### src/rtl/hazard_scoreboard_unit_if.sv
// ID-stage hazard bundle between the pipeline (master) and the hazard/scoreboard unit (slave).
// Outputs are combinational from the ID fields; there is no backpressure, stall/flush are the flow control.
interface hazard_scoreboard_unit_if #(
    parameter int RA_W  = 5,
    parameter int CNT_W = 16,
    parameter int SEL_W = 2
);
    logic             id_valid;
    logic [RA_W-1:0]  id_rs;
    logic [RA_W-1:0]  id_rt;
    logic             r1_used;
    logic             r2_used;
    logic             hi_used;
    logic             lo_used;
    logic             id_regwrite;
    logic [RA_W-1:0]  id_wbreg;
    logic             id_load;
    logic             id_hiwrite;
    logic             id_lowrite;
    logic             ex_branch;
    logic             halt_req;
    logic             go;
    logic             stall;
    logic             flush;
    logic             halted;
    logic [SEL_W-1:0] fwd_rs;
    logic [SEL_W-1:0] fwd_rt;
    logic [CNT_W-1:0] cycle_cnt;
    logic [CNT_W-1:0] stall_cnt;
    logic [CNT_W-1:0] flush_cnt;

    modport master (
        output id_valid, id_rs, id_rt, r1_used, r2_used, hi_used, lo_used,
               id_regwrite, id_wbreg, id_load, id_hiwrite, id_lowrite,
               ex_branch, halt_req, go,
        input  stall, flush, halted, fwd_rs, fwd_rt, cycle_cnt, stall_cnt, flush_cnt
    );

    modport slave (
        input  id_valid, id_rs, id_rt, r1_used, r2_used, hi_used, lo_used,
               id_regwrite, id_wbreg, id_load, id_hiwrite, id_lowrite,
               ex_branch, halt_req, go,
        output stall, flush, halted, fwd_rs, fwd_rt, cycle_cnt, stall_cnt, flush_cnt
    );
endinterface

### src/rtl/hazard_scoreboard_unit.sv
// Scoreboard-based ID hazard unit: stall/flush/forward selects, SYSCALL halt FSM, perf counters.
// Zero-latency stall/flush/fwd from ID fields and scoreboard; the scoreboard freezes while halted.
module hazard_scoreboard_unit #(
    parameter int DEPTH  = 3,
    parameter int FWD_EN = 0,
    parameter int RA_W   = 5,
    parameter int CNT_W  = 16,
    parameter int SEL_W  = 2
) (
    input  logic                    clk,
    input  logic                    CLR,
    hazard_scoreboard_unit_if.slave hz
);
    typedef struct packed {
        logic            v;
        logic            regwrite;
        logic [RA_W-1:0] wbreg;
        logic            load;
        logic            hiwrite;
        logic            lowrite;
    } ent_t;

    typedef enum logic {RUN = 1'b0, HALT = 1'b1} state_t;

    ent_t             sb_q [1:DEPTH];
    state_t           state_q;
    logic             go_q;
    logic [CNT_W-1:0] cycle_cnt_q, stall_cnt_q, flush_cnt_q;

    logic [DEPTH-1:1] m_rs, m_rt;
    logic             hilo_hz, raw_stall, run, stall_c, flush_c;
    logic [SEL_W-1:0] sel_rs, sel_rt;
    ent_t             id_ent_d;

    assign run = (state_q == RUN);

    always_comb begin
        m_rs    = '0;
        m_rt    = '0;
        hilo_hz = 1'b0;
        sel_rs  = '0;
        sel_rt  = '0;
        // Scan oldest to youngest so the youngest matching write ends up selected.
        for (int k = DEPTH - 1; k >= 1; k--) begin
            m_rs[k] = sb_q[k].v && sb_q[k].regwrite && (sb_q[k].wbreg != '0) &&
                      (sb_q[k].wbreg == hz.id_rs) && hz.r1_used;
            m_rt[k] = sb_q[k].v && sb_q[k].regwrite && (sb_q[k].wbreg != '0) &&
                      (sb_q[k].wbreg == hz.id_rt) && hz.r2_used;
            if (m_rs[k]) sel_rs = SEL_W'(k);
            if (m_rt[k]) sel_rt = SEL_W'(k);
            if (sb_q[k].v && ((sb_q[k].hiwrite && hz.hi_used) || (sb_q[k].lowrite && hz.lo_used)))
                hilo_hz = 1'b1;
        end
        if (FWD_EN != 0)
            raw_stall = hilo_hz | (sb_q[1].v & sb_q[1].load & (m_rs[1] | m_rt[1]));
        else
            raw_stall = hilo_hz | (|m_rs) | (|m_rt);

        flush_c = run & hz.ex_branch;
        stall_c = run & ~flush_c & raw_stall;

        id_ent_d          = '0;
        id_ent_d.v        = 1'b1;
        id_ent_d.regwrite = hz.id_regwrite;
        id_ent_d.wbreg    = hz.id_wbreg;
        id_ent_d.load     = hz.id_load;
        id_ent_d.hiwrite  = hz.id_hiwrite;
        id_ent_d.lowrite  = hz.id_lowrite;
    end

    assign hz.stall     = stall_c;
    assign hz.flush     = flush_c;
    assign hz.halted    = (state_q == HALT);
    assign hz.fwd_rs    = (FWD_EN != 0 && !stall_c && !flush_c) ? sel_rs : '0;
    assign hz.fwd_rt    = (FWD_EN != 0 && !stall_c && !flush_c) ? sel_rt : '0;
    assign hz.cycle_cnt = cycle_cnt_q;
    assign hz.stall_cnt = stall_cnt_q;
    assign hz.flush_cnt = flush_cnt_q;

    always_ff @(posedge clk or posedge CLR) begin
        if (CLR) begin
            for (int k = 1; k <= DEPTH; k++) sb_q[k] <= '0;
            state_q     <= RUN;
            go_q        <= 1'b0;
            cycle_cnt_q <= '0;
            stall_cnt_q <= '0;
            flush_cnt_q <= '0;
        end else begin
            go_q <= hz.go;
            case (state_q)
                RUN: begin
                    for (int k = DEPTH; k >= 2; k--) sb_q[k] <= sb_q[k-1];
                    sb_q[1] <= (stall_c || flush_c || !hz.id_valid) ? '0 : id_ent_d;
                    if (~&cycle_cnt_q)            cycle_cnt_q <= cycle_cnt_q + 1'b1;
                    if (stall_c && ~&stall_cnt_q) stall_cnt_q <= stall_cnt_q + 1'b1;
                    if (flush_c && ~&flush_cnt_q) flush_cnt_q <= flush_cnt_q + 1'b1;
                    if (hz.halt_req) state_q <= HALT;
                end
                HALT: begin
                    if (hz.go && !go_q) state_q <= RUN;
                end
                default: state_q <= RUN;
            endcase
        end
    end
endmodule

### src/flat_wrapper.sv
// flat-port wrapper written by rule: the top's interface ports become plain ports
module hazard_scoreboard_unit_flat 
#(
    parameter int DEPTH  = 3,
    parameter int FWD_EN = 0,
    parameter int RA_W   = 5,
    parameter int CNT_W  = 16,
    parameter int SEL_W  = 2
)
  (clk, CLR, hz_id_valid, hz_id_rs, hz_id_rt, hz_r1_used, hz_r2_used, hz_hi_used, hz_lo_used, hz_id_regwrite, hz_id_wbreg, hz_id_load, hz_id_hiwrite, hz_id_lowrite, hz_ex_branch, hz_halt_req, hz_go, hz_stall, hz_flush, hz_halted, hz_fwd_rs, hz_fwd_rt, hz_cycle_cnt, hz_stall_cnt, hz_flush_cnt);
  hazard_scoreboard_unit_if #(.RA_W(RA_W), .CNT_W(CNT_W), .SEL_W(SEL_W)) hz_i ();
  input  logic clk;
  input  logic CLR;
  input wire logic [$bits(hz_i.id_valid)-1:0] hz_id_valid;
  input wire logic [$bits(hz_i.id_rs)-1:0] hz_id_rs;
  input wire logic [$bits(hz_i.id_rt)-1:0] hz_id_rt;
  input wire logic [$bits(hz_i.r1_used)-1:0] hz_r1_used;
  input wire logic [$bits(hz_i.r2_used)-1:0] hz_r2_used;
  input wire logic [$bits(hz_i.hi_used)-1:0] hz_hi_used;
  input wire logic [$bits(hz_i.lo_used)-1:0] hz_lo_used;
  input wire logic [$bits(hz_i.id_regwrite)-1:0] hz_id_regwrite;
  input wire logic [$bits(hz_i.id_wbreg)-1:0] hz_id_wbreg;
  input wire logic [$bits(hz_i.id_load)-1:0] hz_id_load;
  input wire logic [$bits(hz_i.id_hiwrite)-1:0] hz_id_hiwrite;
  input wire logic [$bits(hz_i.id_lowrite)-1:0] hz_id_lowrite;
  input wire logic [$bits(hz_i.ex_branch)-1:0] hz_ex_branch;
  input wire logic [$bits(hz_i.halt_req)-1:0] hz_halt_req;
  input wire logic [$bits(hz_i.go)-1:0] hz_go;
  output wire logic [$bits(hz_i.stall)-1:0] hz_stall;
  output wire logic [$bits(hz_i.flush)-1:0] hz_flush;
  output wire logic [$bits(hz_i.halted)-1:0] hz_halted;
  output wire logic [$bits(hz_i.fwd_rs)-1:0] hz_fwd_rs;
  output wire logic [$bits(hz_i.fwd_rt)-1:0] hz_fwd_rt;
  output wire logic [$bits(hz_i.cycle_cnt)-1:0] hz_cycle_cnt;
  output wire logic [$bits(hz_i.stall_cnt)-1:0] hz_stall_cnt;
  output wire logic [$bits(hz_i.flush_cnt)-1:0] hz_flush_cnt;
  assign hz_i.id_valid = hz_id_valid;
  assign hz_i.id_rs = hz_id_rs;
  assign hz_i.id_rt = hz_id_rt;
  assign hz_i.r1_used = hz_r1_used;
  assign hz_i.r2_used = hz_r2_used;
  assign hz_i.hi_used = hz_hi_used;
  assign hz_i.lo_used = hz_lo_used;
  assign hz_i.id_regwrite = hz_id_regwrite;
  assign hz_i.id_wbreg = hz_id_wbreg;
  assign hz_i.id_load = hz_id_load;
  assign hz_i.id_hiwrite = hz_id_hiwrite;
  assign hz_i.id_lowrite = hz_id_lowrite;
  assign hz_i.ex_branch = hz_ex_branch;
  assign hz_i.halt_req = hz_halt_req;
  assign hz_i.go = hz_go;
  assign hz_stall = hz_i.stall;
  assign hz_flush = hz_i.flush;
  assign hz_halted = hz_i.halted;
  assign hz_fwd_rs = hz_i.fwd_rs;
  assign hz_fwd_rt = hz_i.fwd_rt;
  assign hz_cycle_cnt = hz_i.cycle_cnt;
  assign hz_stall_cnt = hz_i.stall_cnt;
  assign hz_flush_cnt = hz_i.flush_cnt;
  hazard_scoreboard_unit #(.DEPTH(DEPTH), .FWD_EN(FWD_EN), .RA_W(RA_W), .CNT_W(CNT_W), .SEL_W(SEL_W)) u_core (.clk(clk), .CLR(CLR), .hz(hz_i));
endmodule
### config.mk
export PLATFORM = sky130hd
export DESIGN_NAME = hazard_scoreboard_unit_flat
export DESIGN_NICKNAME = d
export VERILOG_FILES = /design/src/rtl/hazard_scoreboard_unit_if.sv /design/src/rtl/hazard_scoreboard_unit.sv /design/src/flat_wrapper.sv
export SDC_FILE = /design/constraint.sdc
export NUM_CORES = 1
export LEC_CHECK = 0
export ABC_AREA = 0
export CORE_MARGIN = 4
export CORE_UTILIZATION = 44
export CTS_CLUSTER_SIZE = 40
export DETAILED_ROUTE_END_ITERATION = 10
export PLACE_DENSITY = 0.76
export SLEW_MARGIN = 20
export SYNTH_ARGS = -nofsm -noshare
export SYNTH_HDL_FRONTEND = slang
export SYNTH_SLANG_ARGS = --single-unit
### constraint.sdc
create_clock -name clk -period 1.9 [get_ports clk]
set_input_delay 0.38 -clock clk [delete_from_list [all_inputs] [get_ports clk]]
set_output_delay 0.38 -clock clk [all_outputs]
set_load 0.03 [all_outputs]
==> impl_results.md <==
- Outcome: finished with violations
- Failing checks: negative setup slack
- Final period util: 132%
- Crit Path Max Fanout: 3
- Worst reg2reg startpoint: u_core.sb_q[17]
- Clock transition at path regs: 70 ps
- CP required: 2110 ps
- Kind of critical path: reg -> reg
- Chip Height: 94.9 um
- Worst setup path endpoint: u_core.hz.stall_cnt[1]
- Register Area: 0.00171 sq mm
- Max Fclk: 400 MHz
- Design Power: 4530 uW
- Critical Path Stages: 11
- Largest net degree at the start of global routing: 69
- Worst r2r dst: u_core.hz.stall_cnt[1]
- Worst-Margin Slew: 739 ps
- Power density over the cells: 885 mW/mm^2
- Post-route ant nets: 0
- Total grt overflow: 0
- I/O pin total: 84
- Worst hold slack: 480 ps
- Final setup margin: -599 ps
- Multi-input gate area: 0.00184 sq mm
- Seq/Total Area, Yosys: 51.3%
- CP startpoint: u_core.sb_q[17]
- H-Tree Depth: 3
- Unrepaired setup endpoints after global routing: true
- Startpoint Class: flip-flop
- Iteration-0 DRC Markers: 55
- CTS tree: done
- Hold Crit Class: in -> async
- Hold Vio Cnt, Final: 0
- Final Skew: 7.39 ps
- DRC viols: 0
- Worst path bufs/invs: 5
- Lkg Pwr: 0.00261 uW
- Data arrival, critical path: 2710 ps
- Post-synth cell types: 37
- Root buf cell: clkbuf_8
- Full die area: 0.00900 sq mm
- Peak VDD IR: 0.000621 V
- Final Cell Area: 0.00512 sq mm
- Delay-heaviest family, CP: simple AND/OR/NAND/NOR gates
- Initial antenna violation count: 0
- Synthesis Warnings: 0
- Layout cell share with drive strength beyond 1: 29.8%
- Layout area overhead: 54.1%
- Vias in the first global route: 2784
- Syn Area/Cell: 11.4 sq um
- CP cell instances: buf_4 > buf_6 > buf_6 > xnor2_2 > nand4_1 > o22ai_2 > a221oi_4 > buf_4 > buf_6 > or4_4 > mux2_4
- Antenna Cells: 0
- Max-cap violations: 0
- Std-Cell Rows: 31
- Async set-reset flop share out of synthesis: 100%
- Dpl cell area: 0.00450 sq mm
- Final worst path period need: 2500 ps
- Nets: 450
- Core area: 0.00729 sq mm
- Post-Syn Area: 0.00332 sq mm
- Seq cells post-synth: 68
- Clock Sinks: 68
- Fin. max-slew vios: 0
- Number of CTS-inserted buffers: 9
- Slowest Stage Delay on Critical Path: 560 ps
- Syn Inst Count: 291
- First-pass GRT wire length: 13400 um
- Commonest cells after routing, fill and taps aside: dfrtp_1, clkdlybuf4s50_1, buf_4
- Post-DP HPWL: 5530 um
- Most common cell after layout, fill and taps aside: dfrtp_1
- Skew-Pair Late Insertion Delay: 330 ps
- Main synth FF type: dfrtp_1
- Core Util, Final: 70.2%
- Most frequent CP cell: buf_6
- IO buf count: 78
- # fillers: 513
- Worst Setup End Kind: flip-flop
- Initial core utilization: 45.5%
- R2R depth: 11
- Die width: 94.9 um
- Max Root-Sink Buffers: 2
- Post-synth EDFFs: 0
- Routed WL: 8590 um
- Total GRT Usage: 19.3%
- Slew headroom: 50.3%
- Drt via density: 5.20
- GPL Wtd Cong: 0.810
- Register-to-register setup slack: -600 ps
- Vias: 2713
- Slowest CP cell: or4_4
- Placement Setup Slack: -615 ps
- WL/cell: 16.5 um
- Router iterations before antenna repair: 4
- Setup-failing EPs final: 27
## what timing repair did
action	in CTS	in global routing
endpoints found under the setup margin	27	54
pin swaps	10	22
resized for setup	41	49
buffers inserted	6	3
gates cloned	2	0
endpoints found under the hold margin	0	0
hold buffers	0	0
## cells by family (layout without fill, tap and decap cells)
family | count (synthesis) | count (layout) | synth area share, %
adders and majority gates | 3 | 3 | 1.13
xor gates and xnor gates | 64 | 64 | 16.9
and+or+nand+nor | 106 | 107 | 17.6
other | 1 | 4 | 0.113
muxes | 13 | 13 | 4.41
AOI/OAI and AO/OA | 20 | 20 | 5.81
DFF | 68 | 68 | 51.3
buffers and inverters | 16 | 144 | 2.75
## metal layers
layer | global-route usage, % | vias up | wire length (um)
li1 | - | 1287 | -
met1 | 25.3 | 1313 | 3740
met2 | 31.2 | 105 | 4180
met3 | 4.70 | 8 | 581
met4 | 6.37 | 0 | 93
met5 | 0 | - | 0
## worst min path at each step
stage	startpoint	to	slack, ps	cells after the start
floorplan	hz_go	u_core.go_q	410	0
global placement	u_core.hz.cycle_cnt[7]	u_core.hz.cycle_cnt[7]	470	1
detailed placement	u_core.hz.cycle_cnt[7]	u_core.hz.cycle_cnt[7]	480	1
CTS	CLR	u_core.hz.flush_cnt[13]	490	3
global route	u_core.hz.cycle_cnt[7]	u_core.hz.cycle_cnt[7]	500	1
finish	CLR	u_core.hz.cycle_cnt[3]	480	3
## layout make-up
cell class | count | share of cell area [%]
sequential | 68 | 33.5
multi-input combinational | 211 | 35.9
timing repair buffer | 124 | 23.9
inverter | 4 | 0.367
clock buffer | 12 | 3.03
tap | 99 | 2.42
clock inverter | 4 | 0.929
## through the flow
stage	std cells	TNS, ps
final	522	-7940
after global routing	522	-9610
after CTS	520	-7610
after detailed placement	497	-11550
after global placement	497	-10630
after floorplan	294	-1750
## flip-flops by register name, summed over array words and instances (netlist names)
name and cells:
u_core.go_q 1, u_core.hz.flush_cnt 16, u_core.hz.halted 1, u_core.sb_q 18, u_core.hz.cycle_cnt 16, u_core.hz.stall_cnt 16
## cells in the mapped netlist (3+ instances only)
library cell,number,area share [%]
buf_4,4,0.90
nor3_1,9,1.4
nand4_1,18,3.4
inv_1,4,0.45
dfrtp_1,68,51
nand2_1,25,2.8
and3_1,5,0.94
nand3_1,9,1.4
and2_1,3,0.57
nor2_1,10,1.1
xor2_1,21,5.5
and4_1,8,2.1
clkbuf_1,5,0.57
mux2_2,12,4.1
nor4_1,8,1.5
ha_1,3,1.1
a22o_1,11,2.9
xnor2_1,43,11
## tightest hold or removal path, stage by stage
cell	delay [ps]
clkdlybuf4s50_1	440
clkinvlp_4	90
buf_12	310
## report_power, final
| group | total, uW | internal [uW] | switching [uW] |
|---|---|---|---|
| clock network | 1200 | 674 | 524 |
| registers | 1820 | 1650 | 175 |
| logic | 1510 | 749 | 757 |
| total | 4530 | 3070 | 1460 |
Note: power is estimated with default switching activity, not from simulation.
